### src/rtl/pipe_ctrl_pkg.sv
// Shared definitions for the pipeline sequencer.
// Holds the controller state encoding, default sizing parameters and the
// load-use hazard helper.
package pipe_ctrl_pkg;

    typedef enum logic [1:0] {
        RUN       = 2'd0,
        DMEM_WAIT = 2'd1,
        HALT      = 2'd2
    } state_t;

    localparam int          DEFAULT_TIMEOUT = 64;
    localparam int          DEFAULT_CNT_W   = 32;
    localparam logic [4:0]  REG_ZERO        = 5'd0;

    // r0 is hard-wired to zero, so a load targeting it never creates a hazard.
    function automatic logic load_use_hit(
        input logic       mem_read,
        input logic [4:0] ex_rt,
        input logic [4:0] id_rs,
        input logic [4:0] id_rt
    );
        return mem_read && (ex_rt != REG_ZERO) && ((ex_rt == id_rs) || (ex_rt == id_rt));
    endfunction

endpackage

### src/rtl/sat_counter.sv
// Saturating up-counter used for the stall/flush performance counters.
// Ports:
//   clk   - rising-edge clock
//   clr   - synchronous clear (wins over inc)
//   inc   - count one event this cycle
//   count - current value, sticks at all-ones
module sat_counter #(
    parameter int WIDTH = 32
) (
    input  logic             clk,
    input  logic             clr,
    input  logic             inc,
    output logic [WIDTH-1:0] count
);

    always_ff @(posedge clk) begin
        if (clr) begin
            count <= '0;
        end else if (inc && (count != '1)) begin
            count <= count + WIDTH'(1);
        end
    end

endmodule

### src/rtl/pipeline_sequencer.sv
// Central pipeline control for the 5-stage core.
// Merges data-memory wait, taken-branch flush, load-use stall and
// instruction-fetch wait into one prioritised set of per-stage enables,
// and keeps a data-memory timeout watchdog plus stall/flush counters.
// Ports:
//   clk, reset                 - clock, synchronous active-high reset
//   ID_EX_MemRead/Register_Rt  - load in EX and its destination
//   IF_ID_Register_Rs/Rt       - source registers of the instruction in ID
//   EX_branch_taken            - taken branch/jump resolved in EX
//   MEM_mem_access             - load/store in MEM
//   dmem_ready, imem_ready     - memory completion / fetch valid
//   dmem_req                   - data memory request, held until ready
//   PC_write .. MEM_WB_Bubble  - per-stage write / flush / bubble controls
//   mem_error                  - sticky data-memory timeout fault
//   stall_cycles, flush_count  - saturating performance counters
module pipeline_sequencer
    import pipe_ctrl_pkg::*;
#(
    parameter int TIMEOUT = DEFAULT_TIMEOUT,
    parameter int CNT_W   = DEFAULT_CNT_W
) (
    input  logic             clk,
    input  logic             reset,
    input  logic             ID_EX_MemRead,
    input  logic [4:0]       ID_EX_Register_Rt,
    input  logic [4:0]       IF_ID_Register_Rs,
    input  logic [4:0]       IF_ID_Register_Rt,
    input  logic             EX_branch_taken,
    input  logic             MEM_mem_access,
    input  logic             dmem_ready,
    input  logic             imem_ready,
    output logic             dmem_req,
    output logic             PC_write,
    output logic             IF_ID_Write,
    output logic             IF_ID_Flush,
    output logic             ID_EX_Flush,
    output logic             EX_MEM_Write,
    output logic             MEM_WB_Bubble,
    output logic             mem_error,
    output logic [CNT_W-1:0] stall_cycles,
    output logic [CNT_W-1:0] flush_count
);

    localparam int              WD_W    = $clog2(TIMEOUT + 1);
    localparam logic [WD_W-1:0] WD_LAST = WD_W'(TIMEOUT - 1);

    state_t          state, state_nxt;
    logic [WD_W-1:0] watchdog;
    logic            load_use;
    logic            freeze;
    logic            branch_act;

    // Front-end rules (branch > load-use > fetch wait), shared by RUN and
    // the DMEM_WAIT release cycle.
    logic fe_pc_write, fe_if_id_write, fe_if_id_flush, fe_id_ex_flush, fe_branch;

    assign load_use = load_use_hit(ID_EX_MemRead, ID_EX_Register_Rt,
                                   IF_ID_Register_Rs, IF_ID_Register_Rt);

    always_comb begin
        fe_pc_write    = 1'b1;
        fe_if_id_write = 1'b1;
        fe_if_id_flush = 1'b0;
        fe_id_ex_flush = 1'b0;
        fe_branch      = 1'b0;
        if (EX_branch_taken) begin
            fe_if_id_flush = 1'b1;
            fe_id_ex_flush = 1'b1;
            fe_branch      = 1'b1;
        end else if (load_use) begin
            // The stalled instruction must stay in IF/ID, so no flush even
            // when the fetch is not valid.
            fe_pc_write    = 1'b0;
            fe_if_id_write = 1'b0;
            fe_id_ex_flush = 1'b1;
        end else if (!imem_ready) begin
            fe_pc_write    = 1'b0;
            fe_if_id_flush = 1'b1;
        end
    end

    always_comb begin
        state_nxt     = state;
        dmem_req      = 1'b0;
        PC_write      = 1'b1;
        IF_ID_Write   = 1'b1;
        IF_ID_Flush   = 1'b0;
        ID_EX_Flush   = 1'b0;
        EX_MEM_Write  = 1'b1;
        MEM_WB_Bubble = 1'b0;
        freeze        = 1'b0;
        branch_act    = 1'b0;
        if (reset) begin
            PC_write      = 1'b0;
            IF_ID_Write   = 1'b0;
            EX_MEM_Write  = 1'b0;
            IF_ID_Flush   = 1'b1;
            ID_EX_Flush   = 1'b1;
            MEM_WB_Bubble = 1'b1;
        end else begin
            case (state)
                RUN: begin
                    if (MEM_mem_access) begin
                        dmem_req = 1'b1;
                        if (!dmem_ready) begin
                            freeze    = 1'b1;
                            state_nxt = DMEM_WAIT;
                        end
                    end else begin
                        PC_write    = fe_pc_write;
                        IF_ID_Write = fe_if_id_write;
                        IF_ID_Flush = fe_if_id_flush;
                        ID_EX_Flush = fe_id_ex_flush;
                        branch_act  = fe_branch;
                    end
                end
                DMEM_WAIT: begin
                    dmem_req = 1'b1;
                    if (dmem_ready) begin
                        PC_write    = fe_pc_write;
                        IF_ID_Write = fe_if_id_write;
                        IF_ID_Flush = fe_if_id_flush;
                        ID_EX_Flush = fe_id_ex_flush;
                        branch_act  = fe_branch;
                        state_nxt   = RUN;
                    end else begin
                        freeze = 1'b1;
                        // This cycle is the TIMEOUT-th consecutive freeze.
                        if (watchdog >= WD_LAST) begin
                            state_nxt = HALT;
                        end
                    end
                end
                HALT: begin
                    PC_write      = 1'b0;
                    IF_ID_Write   = 1'b0;
                    EX_MEM_Write  = 1'b0;
                    IF_ID_Flush   = 1'b1;
                    ID_EX_Flush   = 1'b1;
                    MEM_WB_Bubble = 1'b1;
                end
                default: begin
                    state_nxt = RUN;
                end
            endcase
            if (freeze) begin
                PC_write      = 1'b0;
                IF_ID_Write   = 1'b0;
                EX_MEM_Write  = 1'b0;
                MEM_WB_Bubble = 1'b1;
            end
        end
    end

    // State, watchdog and fault register
    always_ff @(posedge clk) begin
        if (reset) begin
            state     <= RUN;
            watchdog  <= '0;
            mem_error <= 1'b0;
        end else begin
            state <= state_nxt;
            if (freeze) begin
                watchdog <= (state == RUN) ? WD_W'(1) : watchdog + WD_W'(1);
            end else begin
                watchdog <= '0;
            end
            if ((state == DMEM_WAIT) && (state_nxt == HALT)) begin
                mem_error <= 1'b1;
            end
        end
    end

    sat_counter #(.WIDTH(CNT_W)) u_stall_cnt (
        .clk   (clk),
        .clr   (reset),
        .inc   (!reset && (state != HALT) && !PC_write),
        .count (stall_cycles)
    );

    sat_counter #(.WIDTH(CNT_W)) u_flush_cnt (
        .clk   (clk),
        .clr   (reset),
        .inc   (branch_act),
        .count (flush_count)
    );

endmodule

### config.mk
export PLATFORM = sky130hd
export DESIGN_NAME = pipeline_sequencer
export DESIGN_NICKNAME = d
export VERILOG_FILES = /design/src/rtl/pipe_ctrl_pkg.sv /design/src/rtl/sat_counter.sv /design/src/rtl/pipeline_sequencer.sv
export SDC_FILE = /design/constraint.sdc
export NUM_CORES = 1
export LEC_CHECK = 0
export CAP_MARGIN = 0
export CORE_MARGIN = 4
export CORE_UTILIZATION = 51
export DETAILED_ROUTE_END_ITERATION = 16
export MAX_ROUTING_LAYER = met4
export PLACE_DENSITY = 0.86
export SYNTH_ARGS = -nofsm -noshare
export SYNTH_HDL_FRONTEND = slang
export SYNTH_SLANG_ARGS = --single-unit
export TNS_END_PERCENT = 5
### constraint.sdc
create_clock -name clk -period 3.03 [get_ports clk]
set_clock_uncertainty 0.1 [all_clocks]
set_input_delay 0.4545 -clock clk [delete_from_list [all_inputs] [get_ports clk]]
set_output_delay 0.4545 -clock clk [all_outputs]
set_load 0.01 [all_outputs]
After elaboration in Yosys (flattened, before gate mapping):

Index checks and enable logic that the tools add are counted.

* bitwise gates (word level): 1
* $add $sub $neg: 3
* muxes and demuxes: 54
* reduce and logical (&&, ||, !) cells: 14
* equal/unequal tests: 8
* order comparisons: 1

Operators with widths (count)
* adder 32 x 1 -> 32 bit, second input constant: 2
* != test 32 bit, second input constant: 2
* two-way mux 1 bit: 41
* one-hot mux 1 bit (3 select lines): 4
* equality test 5 bit: 2
* two-way mux 2 bit: 5
* adder 7 x 1 -> 7 bit, second input constant: 1
* >= comparator 7 x 6 -> 1 bit, second input constant: 1
* logical AND 1 bit: 7
* one-hot mux 1 bit (2 select lines): 3
* one-hot mux 2 bit (3 select lines): 1
* nonzero test 5 bit: 1
* equality test 2 bit, second input constant: 2
* OR reduction 3 bit: 1
* equality test 2 x 1 -> 1 bit, second input constant: 1
* zero test 1 bit: 2
* zero test 2 bit: 1
* != test 2 bit, second input constant: 1
* OR reduction 2 bit: 1
* logical OR 1 bit: 1
* inverter 1 bit: 1

* output and inout bits: 72
* bits in registers: 74
* word-level logic and storage cells: 87
* bits of input ports: 22

Logic depth before layout (Yosys ltp):

Gate-level depths: netlist of run 1.

* depth after elaboration: 12
* gate-level depth with buffers: 10
* depth with buffers taken out: 7

By module:

A second synthesis of run 1 with hierarchy kept.

* cell total of the unflattened synthesis: 485
* area total of the unflattened synthesis: 4052.6 µm²

Modules (own cells, without submodules)
* sat_counter: cells each 199, area each 1674.1 µm², times used 2
* pipeline_sequencer: cells each 87, area each 704.4 µm², times used 1

Worst setup path before layout of run 1:

No wires, ideal clock.

* path kind: input to output
* start: in ID_EX_Register_Rt[1]
* end: out IF_ID_Write
* slack: 793 ps
* data arrival time: 1683 ps
* required time: 2475 ps
* cell stages on the path: 5
* path buffers: 0
* path through: or4_1 -> o21ai_2 -> nor2b_1 -> a22o_1 -> a31oi_1

* longest elaborated chain between the ends: 9
* elaborated cells on any way between the ends: 13
* classes of those cells: 2 x eq/ne; 7 x mux; 4 x reduce/logical

RTL lines
* start: declaration: line pipeline_sequencer.sv:25 `input logic [4:0] ID_EX_Register_Rt,`
* equality test 5 bit or nonzero test 5 bit (tied branches): line pipe_ctrl_pkg.sv:23 `return mem_read && (ex_rt != REG_ZERO) && ((ex_rt == id_rs) || (ex_rt == id_rt));`
* logical OR 1 bit or logical AND 1 bit (tied branches): line pipe_ctrl_pkg.sv:23
* logical AND 1 bit (*): line pipe_ctrl_pkg.sv:23
* two-way mux 1 bit (*): line pipeline_sequencer.sv:70 `end else if (load_use) begin`
* two-way mux 1 bit (*): line pipeline_sequencer.sv:66 `if (EX_branch_taken) begin`
* two-way mux 1 bit (on tied branches): line pipeline_sequencer.sv:119, pipeline_sequencer.sv:103
* one-hot mux 1 bit (3 select lines) (*): line pipeline_sequencer.sv:101 `case (state)`
* two-way mux 1 bit (*): line pipeline_sequencer.sv:146 `if (freeze) begin`
* two-way mux 1 bit (*): line pipeline_sequencer.sv:93 `if (reset) begin`
* end: declaration: line pipeline_sequencer.sv:34 `output logic IF_ID_Write,`

Mark *: on every way between the ends. The rest lies on a longest branch, timed or not.

Worst setup path after layout of run 1:

* start: in ID_EX_Register_Rt[3]
* end: out ID_EX_Flush

* longest elaborated chain between the ends: 8
* elaborated cells on any way between the ends: 12
* classes of those cells: 2 x eq/ne; 6 x mux; 4 x reduce/logical

RTL lines
* equality test 5 bit or nonzero test 5 bit (tied branches): line pipe_ctrl_pkg.sv:23
* logical OR 1 bit or logical AND 1 bit (tied branches): line pipe_ctrl_pkg.sv:23
* logical AND 1 bit (*): line pipe_ctrl_pkg.sv:23
* two-way mux 1 bit (*): line pipeline_sequencer.sv:70
* two-way mux 1 bit (*): line pipeline_sequencer.sv:66
* two-way mux 1 bit (on tied branches): line pipeline_sequencer.sv:119, pipeline_sequencer.sv:103
* one-hot mux 1 bit (3 select lines) (*): line pipeline_sequencer.sv:101
* two-way mux 1 bit (*): line pipeline_sequencer.sv:93
* end: declaration: line pipeline_sequencer.sv:36 `output logic ID_EX_Flush,`

Marked as above.

==> results of run 1 <==
## flip-flops by register name, summed over array words and instances, names as in the netlist
name	cells
u_flush_cnt.count	32
u_stall_cnt.count	32
state	2
watchdog	7
mem_error	1
## critical path, cell delays in order
cell and delay [ns]:
sky130_fd_sc_hd__clkdlybuf4s50_1 0.46, sky130_fd_sc_hd__or4_1 0.52, sky130_fd_sc_hd__o21ai_2 0.22, sky130_fd_sc_hd__nor2b_4 0.08
sky130_fd_sc_hd__o22ai_1 0.17, sky130_fd_sc_hd__nand2_1 0.08, sky130_fd_sc_hd__clkdlybuf4s50_1 0.48
## power groups by stage
stage / Combinational [uW] / Clock [uW] / Sequential, uW
CTS: 175 / 734 / 982
floorplan: 96.3 / 0 / 1000
global placement: 169 / 0 / 1000
finish: 176 / 723 / 983
global route: 191 / 776 / 983
detailed placement: 175 / 0 / 1010
## cell type report
type	count	area share, %
timing repair buffer	110	19.95
inverter	11	0.7728
tap	102	2.389
multi-input combinational	368	45.90
clock buffer	11	2.459
clock inverter	3	0.7963
sequential	74	27.73
## cell families (layout without fill, tap and decap cells)
logic type	Yosys count	count (layout)	share of synthesized area, %
adder cells (fa/ha/maj)	3	3	0.9117
XOR/XNOR	39	39	8.295
flip-flops	74	74	35.98
multiplexers	5	5	1.580
buffers and inverters	34	135	4.649
AND/OR/NAND/NOR	231	231	32.97
AO/OA/AOI/OAI	90	90	15.62
## metal layers
layer / global-route usage [%] / up-vias / routed length, um
li1: - / 1977 / -
met1: 27.42 / 1921 / 4719
met2: 36.70 / 117 / 5256
met3: 3.857 / 14 / 529
met4: 7.561 / 0 / 160
met5: - / - / 0
## cells in the final DEF, fill, tap and decap left out, drive strengths merged, types with 3 or more instances in the layout
cell type	Yosys	routed
nor2b	5	5
nand2b	7	7
dfxtp	74	74
xnor2	34	34
o41ai	4	4
clkdlybuf4s50	0	89
inv	11	11
mux2	3	3
and3	13	13
clkbuf	8	11
xor2	5	5
o21ai	12	12
nor2	48	48
or4	23	23
nand4	14	14
ha	3	3
a21oi	31	31
nor3	19	19
nor4b	6	6
a31oi	3	3
o31ai	21	21
o311ai	5	5
and4	8	8
or2	3	3
nand2	32	32
buf	15	18
or3	8	8
nor4	12	12
nand3	28	28
## final timing paths
| path | start | end | slack (ns) | cells past startpoint |
|---|---|---|---|---|
| worst max-delay path | ID_EX_Register_Rt[3] | ID_EX_Flush | -0.002 | 7 |
| worst min-delay path | mem_error | mem_error | 0.39 | 1 |
| worst max register to register | u_stall_cnt.count[0] | u_stall_cnt.count[3] | 0.49 | 8 |
| worst min register to register | mem_error | mem_error | 0.39 | 1 |
## stage by stage
| stage | TNS [ns] | cells | power (uW) |
|---|---|---|---|
| finish | -0.001582 | 679 | 1882 |
| global route | -0.1030 | 679 | 1950 |
| CTS | -0.1289 | 678 | 1891 |
| detailed placement | -0.6721 | 664 | 1180 |
| global placement | -0.4421 | 664 | 1174 |
| floorplan | 0 | 476 | 1100 |
## what timing repair did
item,4_1_cts,5_1_grt
gates resized for setup,3,2
pin swaps,0,1
buffers inserted,0,1
hold buffers,0,0
setup endpoints to repair,4,2
==> key figures, run 1 <==
Clock tree
  • Clock Pin Slew Worst Setup and Hold Paths: 0.07 ns
  • Number of buffers created by CTS: 9
  • Number of H-tree levels: 3
  • Cell chosen for the clock root: sky130_fd_sc_hd__clkbuf_8
  • Clk_lat worst skew: 0.35 ns
  • Number of clock sinks: 74
  • Bufs on Longest Clock Path: 2
  • TritonCTS clock tree: built

Power and ir drop
  • Static leakage power: approximately 0.0017 uW
  • Internal Pwr Total: 1432 uW
  • Clock share of power: 38.4%
  • Net switching component of the power: 450.0 uW
  • Net switching share of the total power: a little under a quarter
  • Sequential fraction of design power: 52.2%
  • IR drop worst, VDD: 0.2150 mV
  • Part of the power in combinational logic: 9.3%
  • Power density normalized to cell area: 352.2 mW/mm2

Finish
  • Number of nets in the finished design: roughly 600
  • Filler cell count in the final layout: 658
  • Post-route cell area: about 0.0053 mm2
  • Final Util: slightly below 70%
  • Antenna Diode Count: 0
  • Area of all sequential standard cells: 0.001481 mm2
  • Layout cell share with drive strength beyond 1: 9.705%
  • Area taken by multi-input logic gates: 0.002452 mm2
  • Area Overhead vs Synth: 29.75%

Synth
  • Synthesis warning total: 0
  • Dominant synthesized flop cell: sky130_fd_sc_hd__dfxtp_1
  • Count of distinct cell types in the synthesized netlist: 61
  • Gate Count Post-Synth: 476
  • Fraction of post-synthesis cell area in the top cell type by area: 35.98%
  • Area contributors post-synth: sky130_fd_sc_hd__dfxtp_1 (36%), sky130_fd_sc_hd__xnor2_1 (7.2%), sky130_fd_sc_hd__nor2_1 (4.3%)
  • Number of synthesized register bits: between 70 and 80
  • Top-count cell post-synth: sky130_fd_sc_hd__dfxtp_1
  • Synthesized area divided by synthesized cell count: 8.651 um2
  • Fraction of the yosys area taken by sequential cells: 35.98%
  • Cell taking the most area after synthesis: sky130_fd_sc_hd__dfxtp_1
  • Nets in the synthesized netlist: 501
  • Synth top cells by count: sky130_fd_sc_hd__dfxtp_1 (74), sky130_fd_sc_hd__nor2_1 (47), sky130_fd_sc_hd__xnor2_1 (34)
  • Number of enable-type register cells in the synthesized netlist: 0
  • Post-synthesis cell area: between 0.004 and 0.005 mm2
  • Share of async-settable or async-resettable flops after synthesis: 0%

Status
  • Failing checks: negative setup slack
  • Result of the run: complete, but fails checks

Global route
  • Maximum number of pins on one net before global-route repair: 37
  • Via count of the first global-routing pass: around 3800
  • Total overflow reported by the global router: 0
  • Number of antenna violations at the first check in global routing: 0
  • Overall fraction of global-route tracks in use: between 20% and 30%
  • First-pass GRT wire length: 17510 um

Drt
  • Via count: just over 4000
  • Initial drt markers: between 200 and 250
  • Detailed Routing Iterations Pass 1: 4
  • DRC viols: 0
  • Via density per instance: 5.934
  • Routed Wire Length: 10670 um
  • Wirelength per Cell: 15.71 um
  • Number of nets with antenna violations after routing: 0

Timing
  • Worst hold margin: 0.3906 ns
  • Number of failing hold endpoints at the final stage: 0
  • Number of pins exceeding their max-slew limit in the final report: 0
  • Fin worst setup slack: -0.001582 ns
  • Highest attainable clock frequency: 0.3299 GHz
  • Worst Max-Slew Pin Slew: 0.5495 ns
  • # setup viols final: 1
  • Final clock period utilization by the worst path: 100.1%
  • Setup repair after global routing missed its margin: yes
  • Worst-case headroom to the max-slew limit: between 60% and 70%
  • Minimum clock period after layout: between 3 and 4 ns

Die
  • Std cell rows: 32
  • Die extent in x: 97.86 um
  • Placeable core area: 0.007807 mm2
  • Top Ports: 94
  • Full die area: between 0.009 and 0.01 mm2
  • Effective utilization at floorplan: 52.74%
  • Die height: 97.86 um

Placement
  • Worst slack, placed: -0.2231 ns
  • Total half-perimeter wirelength after legalization and detailed placement: 7883 um
  • Total of buffers placed on input and output ports: a little over 90
  • Cell Area, Placed: between 0.005 and 0.006 mm2
  • Final GP Congestion: 0.8761

Worst setup path
  • Worst path arrival time: about 2.5 ns
  • Endpoint kind of the worst setup timing path: output port
  • Start-to-end type of the worst setup path: input pin to output port
  • Data required time of the worst path: between 2 and 2.5 ns
  • CP Max Fanout: 4
  • Crit path launch type: input pin

Worst hold path
  • Worst hold path class: register to register

Job
  • Max-cap viol count: 0
Power figures use the tool's default switching activity.
==> run 2, diff against run 1 <==
==> constraint.sdc (replaced) <==
create_clock -name clk -period 3.03 [get_ports clk]
set_clock_uncertainty 0.1 [all_clocks]
set_input_delay 0.4545 -clock clk [delete_from_list [all_inputs] [get_ports clk]]
set_output_delay 0.4545 -clock clk [all_outputs]
set_load 0.02 [all_outputs]
==> key figures, run 2 (synthesized netlist as in run 1, its figures left out) <==
Finish
  • Registers with the most flip-flops: u_flush_cnt.count x32, u_stall_cnt.count x32, watchdog x7
  • Area Overhead vs Synth: 29.60%
  • Count of non-filler cells in the finished layout: between 600 and 700
  • Commonest non-fill, non-tap cell in the layout: sky130_fd_sc_hd__clkdlybuf4s50_1
  • Antenna Diode Count: 0
  • Number of nets in the finished design: between 500 and 600
  • Layout cell share with drive strength beyond 1: between 10 and 15%
  • Post-route cell area: 0.005336 mm2
  • Highest-count cells in the layout ignoring fill and taps: sky130_fd_sc_hd__clkdlybuf4s50_1 (88), sky130_fd_sc_hd__dfxtp_1 (74), sky130_fd_sc_hd__nor2_1 (47), sky130_fd_sc_hd__xnor2_1 (34), sky130_fd_sc_hd__nand2_1 (32)

Placement
  • Total half-perimeter wirelength after legalization and detailed placement: 7778 um
  • Placed Instances: 664
  • Total of buffers placed on input and output ports: between 90 and 100
  • Cell Area, Placed: around 0.005 mm2
  • Final GP Congestion: 0.8754

Timing
  • Number of failing hold endpoints at the final stage: 0
  • Worst hold margin: 0.3975 ns
  • Number of pins exceeding their max-slew limit in the final report: 0
  • Setup repair after global routing missed its margin: yes
  • Worst-case headroom to the max-slew limit: 55.44%
  • Final clock period utilization by the worst path: a little over nine tenths
  • Worst Max-Slew Pin Slew: 0.6635 ns
  • Highest attainable clock frequency: 0.3386 GHz
  • # setup viols final: 0
  • Minimum clock period after layout: 2.953 ns

Die
  • Top Ports: between 90 and 100
  • Effective utilization at floorplan: 52.74%
  • Die height: 97.86 um
  • Full die area: 0.009576 mm2
  • Placeable core area: 0.007807 mm2
  • Std cell rows: 32
  • Die extent in x: 97.86 um

Job
  • Max-cap viol count: 0

Drt
  • Number of nets with antenna violations after routing: 0
  • Via count: between 4000 and 5000
  • Routed Wire Length: 10550 um
  • Detailed Routing Iterations Pass 1: 4
  • DR WL met2: 5185 um
  • Top routing layer in use: met4
  • Initial drt markers: 214
  • Via density per instance: about 5.9
  • Wire length the detailed router placed on met1: 4784 um
  • Wirelength per Cell: 15.52 um
  • Met3 wire len: 482 um
  • DRC viols: 0

Power and ir drop
  • Static leakage power: 0.001701 uW
  • Power density normalized to cell area: 362.2 mW/mm2
  • IR drop worst, VDD: 0.2488 mV

Clock tree
  • Bufs on Longest Clock Path: 2
  • Number of buffers created by CTS: 9
  • Post-CTS Hold Buffers: 0
  • Number of H-tree levels: 3
  • Number of setup buffers added after CTS: 0
  • TritonCTS clock tree: built
  • Number of clock sinks: 74
  • Number of gates resized after CTS: 8
  • Cell chosen for the clock root: sky130_fd_sc_hd__clkbuf_8
  • Clock Pin Slew Worst Setup and Hold Paths: approximately 0.080 ns
  • Clk_lat worst skew: 0.35 ns

Worst setup path
  • Max stage delay cell, worst path: sky130_fd_sc_hd__or4_1
  • CP Max Fanout: 3
  • Data required time of the worst path: 2.48 ns
  • Crit path launch type: input pin
  • Kind of cell adding the most delay to the critical path: buffers and inverters
  • Number of buffer and inverter stages on the critical path: 3
  • Worst path max stage delay: ~0.56 ns
  • Series of cell instances along the critical path: clkdlybuf4s50_1, or4_1, o21ai_2, nor2b_2, buf_4, o22ai_1, nand2_1, dlygate4sd2_1
  • Worst path arrival time: around 2.4 ns
  • Start-to-end type of the worst setup path: input pin to output port
  • Endpoint kind of the worst setup timing path: output port

Global route
  • Maximum number of pins on one net before global-route repair: 37
  • Total overflow reported by the global router: 0
  • First-pass GRT wire length: 17110 um
  • Via count of the first global-routing pass: 3625
  • Number of antenna violations at the first check in global routing: 0
  • Overall fraction of global-route tracks in use: roughly 22%

Status
  • Result of the run: finished, final reports clean

Worst hold path
  • Worst hold path class: register to register
[run 2: changes by cell type in the layout (fill, tap and decap cells not counted), sizes merged]
cell,before,now
clkdlybuf4s50,89,88
clkinv,1,2
dlygate4sd2,2,1
clkbuf,11,15
dlymetal6s2s,1,0
buf,18,17
[run 2: layer usage]
| layer | track usage [%] | vias up |
|---|---|---|
| li1 | - | 1969 |
| met1 | 28.38 | 1919 |
| met2 | 34.50 | 109 |
| met3 | 5.071 | 10 |
| met4 | 6.922 | 0 |
| met5 | - | - |
[run 2: area by class of cell]
type / count / area (um2)
timing repair buffer: 109 / 1042
tap: 102 / 127.6
multi-input combinational: 368 / 2447
inverter: 11 / 41.29
clock inverter: 4 / 51.30
sequential: 74 / 1481
fill: 654 / 2471
clock buffer: 12 / 145.1
[run 2: worst paths after layout]
kind                            slack (ns)                     to                  start  cells after the start
worst max-delay path                  0.08            ID_EX_Flush   ID_EX_Register_Rt[2]                      8
worst min-delay path                  0.40  u_stall_cnt.count[15]  u_stall_cnt.count[15]                      2
worst max register to register        0.50  u_stall_cnt.count[11]   u_stall_cnt.count[0]                      8
worst min register to register        0.40  u_stall_cnt.count[15]  u_stall_cnt.count[15]                      2
[run 2: metrics by stage]
stage | setup WS (ns) | setup TNS, ns | util [%] | total power [uW]
after global placement | -0.2863 | -0.8607 | 66.01 | 1183
final | 0.07703 | 0 | 68.35 | 1933
after floorplan | 0.6482 | 0 | - | 1108
after CTS | -0.01208 | -0.01208 | 68.54 | 1947
after detailed placement | -0.3131 | -1.064 | 66.01 | 1188
after global routing | -0.02499 | -0.02499 | 68.35 | 2002
[run 2: worst register-to-register path, delay by kind of cell, from the launching register on]
family,cells,cell delay (ns)
AO/OA/AOI/OAI,1,0.17
flip-flops,1,0.41
buffers and inverters,1,0.32
adder cells (fa/ha/maj),1,0.23
AND/OR/NAND/NOR,5,1.21
[run 2: power by group]
part | switching (uW) | total (uW) | internal, uW | leakage (uW)
registers | 7.29 | 983 | 976 | 0.000596
logic | 97.5 | 180 | 82.3 | 0.00101
clock network | 366 | 770 | 404 | 0.0000966
==> run 3, diff against run 2 <==
--- a/config.mk
+++ b/config.mk
@@ -11,6 +11,7 @@
 export DETAILED_ROUTE_END_ITERATION = 16
 export MAX_ROUTING_LAYER = met4
 export PLACE_DENSITY = 0.86
+export RECOVER_POWER = 100
 export SYNTH_ARGS = -nofsm -noshare
 export SYNTH_HDL_FRONTEND = slang
 export SYNTH_SLANG_ARGS = --single-unit
==> key figures, run 3 (synthesized netlist as in run 1, its figures left out) <==
Status
  • Result of the run: finished, final reports clean

Placement
  • Cell Area, Placed: approximately 0.0052 mm2
  • Total of buffers placed on input and output ports: 93
  • Final GP Congestion: 0.8754
  • Total half-perimeter wirelength after legalization and detailed placement: approximately 7800 um

Die
  • Effective utilization at floorplan: 52.74%
  • Placeable core area: 0.007807 mm2
  • Std cell rows: 32
  • Top Ports: 94
  • Die height: 97.86 um
  • Die extent in x: about 100 um
  • Full die area: 0.009576 mm2

Timing
  • Final clock period utilization by the worst path: 97.40%
  • Number of failing hold endpoints at the final stage: 0
  • Setup repair after global routing missed its margin: yes
  • Number of pins exceeding their max-slew limit in the final report: 0
  • Minimum clock period after layout: 2.951 ns
  • Worst Max-Slew Pin Slew: 1.026 ns
  • Worst hold margin: 0.3938 ns
  • Worst-case headroom to the max-slew limit: 30.71%
  • # setup viols final: 0
  • Highest attainable clock frequency: approximately 0.34 GHz

Worst setup path
  • Max stage delay cell, worst path: sky130_fd_sc_hd__or4_1
  • Slack of the worst reg-to-reg path: 0.29 ns
  • R2R depth: 5
  • Crit path launch type: input pin
  • Endpoint kind of the worst setup timing path: output port
  • Series of cell instances along the critical path: clkdlybuf4s50_1, or4_1, o21ai_2, nor2b_2, buf_4, o22ai_1, nand2_1, dlygate4sd2_1
  • Worst path max stage delay: 0.56 ns
  • Number of stages on the worst setup path: 8
  • Number of buffer and inverter stages on the critical path: 3
  • Start-to-end type of the worst setup path: input pin to output port
  • CP Max Fanout: 3
  • Data required time of the worst path: about 2.5 ns
  • Worst path arrival time: 2.40 ns
  • Kind of cell adding the most delay to the critical path: buffers and inverters

Drt
  • Routed Wire Length: approximately 10000 um
  • Met3 wire len: 506 um
  • DRC viols: 0
  • Wire length the detailed router placed on met1: 4709 um
  • Via density per instance: between 5 and 6
  • Top routing layer in use: met4
  • Wirelength per Cell: 15.39 um
  • Number of nets with antenna violations after routing: 0
  • Initial drt markers: 205
  • Detailed Routing Iterations Pass 1: 4
  • Via count: 3976
  • DR WL met2: 5148 um

Power and ir drop
  • Power density normalized to cell area: 365.2 mW/mm2
  • IR drop worst, VDD: 0.2483 mV
  • Static leakage power: 0.001915 uW

Clock tree
  • Clock Pin Slew Worst Setup and Hold Paths: 0.08 ns
  • Number of buffers created by CTS: 9
  • Clk_lat worst skew: 0.35 ns
  • Bufs on Longest Clock Path: 2
  • Cell chosen for the clock root: sky130_fd_sc_hd__clkbuf_8
  • Number of setup buffers added after CTS: 0
  • TritonCTS clock tree: built
  • Number of H-tree levels: 3
  • Number of clock sinks: 74

Finish
  • Antenna Diode Count: 0
  • Number of nets in the finished design: 598
  • Layout cell share with drive strength beyond 1: 8.651%
  • Highest-count cells in the layout ignoring fill and taps: sky130_fd_sc_hd__dfxtp_1 (74), sky130_fd_sc_hd__dlygate4sd3_1 (69), sky130_fd_sc_hd__nor2_1 (47), sky130_fd_sc_hd__xnor2_1 (34), sky130_fd_sc_hd__nand2_1 (32)
  • Commonest non-fill, non-tap cell in the layout: sky130_fd_sc_hd__dfxtp_1
  • Final Util: 67.42%
  • Area Overhead vs Synth: 27.83%
  • Post-route cell area: 0.005264 mm2
  • Registers with the most flip-flops: u_flush_cnt.count x32, u_stall_cnt.count x32, watchdog x7

Worst hold path
  • Worst hold path class: register to register
  • Depth of the worst hold-timing path: 2

Global route
  • Number of antenna violations at the first check in global routing: 0
  • Overall fraction of global-route tracks in use: 22.07%
  • Total overflow reported by the global router: 0
  • Maximum number of pins on one net before global-route repair: 37
  • Via count of the first global-routing pass: roughly 3600
  • First-pass GRT wire length: 17110 um

Job
  • Max-cap viol count: 0
## run 3: worst paths after layout
kind / endpoint / startpoint
worst max-delay path: ID_EX_Flush / ID_EX_Register_Rt[2]
worst min-delay path: u_stall_cnt.count[15] / u_stall_cnt.count[15]
worst max register to register: u_flush_cnt.count[10] / u_flush_cnt.count[21]
worst min register to register: u_stall_cnt.count[15] / u_stall_cnt.count[15]
## run 3: power breakdown
group / total (uW) / internal [uW] / switching [uW] / leakage (uW)
registers: 983 / 976 / 7.11 / 0.000596
logic: 170 / 75.2 / 94.5 / 0.00122
clock network: 770 / 404 / 366 / 0.0000966
## run 3: what timing repair did
action | 4_1_cts | 5_1_grt
resized for setup | 8 | 4
hold endpoints to repair | 0 | 0
endpoints found under the setup margin | 4 | 4
hold buffers | 0 | 0
## run 3: final cells by class
type                    count  area (um2)
inverters                  11       41.29
flip-flops and latches     74        1481
well taps                 102       127.6
repair buffers            109        1018
clock buffers              12       145.1
clock inverters             4       51.30
multi-input cells         368        2399
fillers                   666        2544
## run 3: per-layer routing
metal  up-vias  GRT usage [%]
met5         -              -
met4         0          6.922
met3         9          5.071
met2       114          34.50
met1      1882          28.38
li1       1971              -
## run 3: metrics by stage
stage	power, uW	setup TNS [ns]	instances	worst slack, ns
finish	1922	0	680	0.07876
global route	1992	-0.02499	680	-0.02499
CTS	1947	-0.01208	680	-0.01208
detailed placement	1188	-1.064	664	-0.3131
global placement	1183	-0.8607	664	-0.2863
floorplan	1108	0	476	0.6482
## run 3: worst reg2reg max path, stage by stage (launching register included)
cell,delay [ns]
sky130_fd_sc_hd__dfxtp_1,0.44
sky130_fd_sc_hd__nand4_1,0.22
sky130_fd_sc_hd__or4_1,0.69
sky130_fd_sc_hd__o311ai_0,0.90
sky130_fd_sc_hd__or3_1,0.22
sky130_fd_sc_hd__a21oi_1,0.06
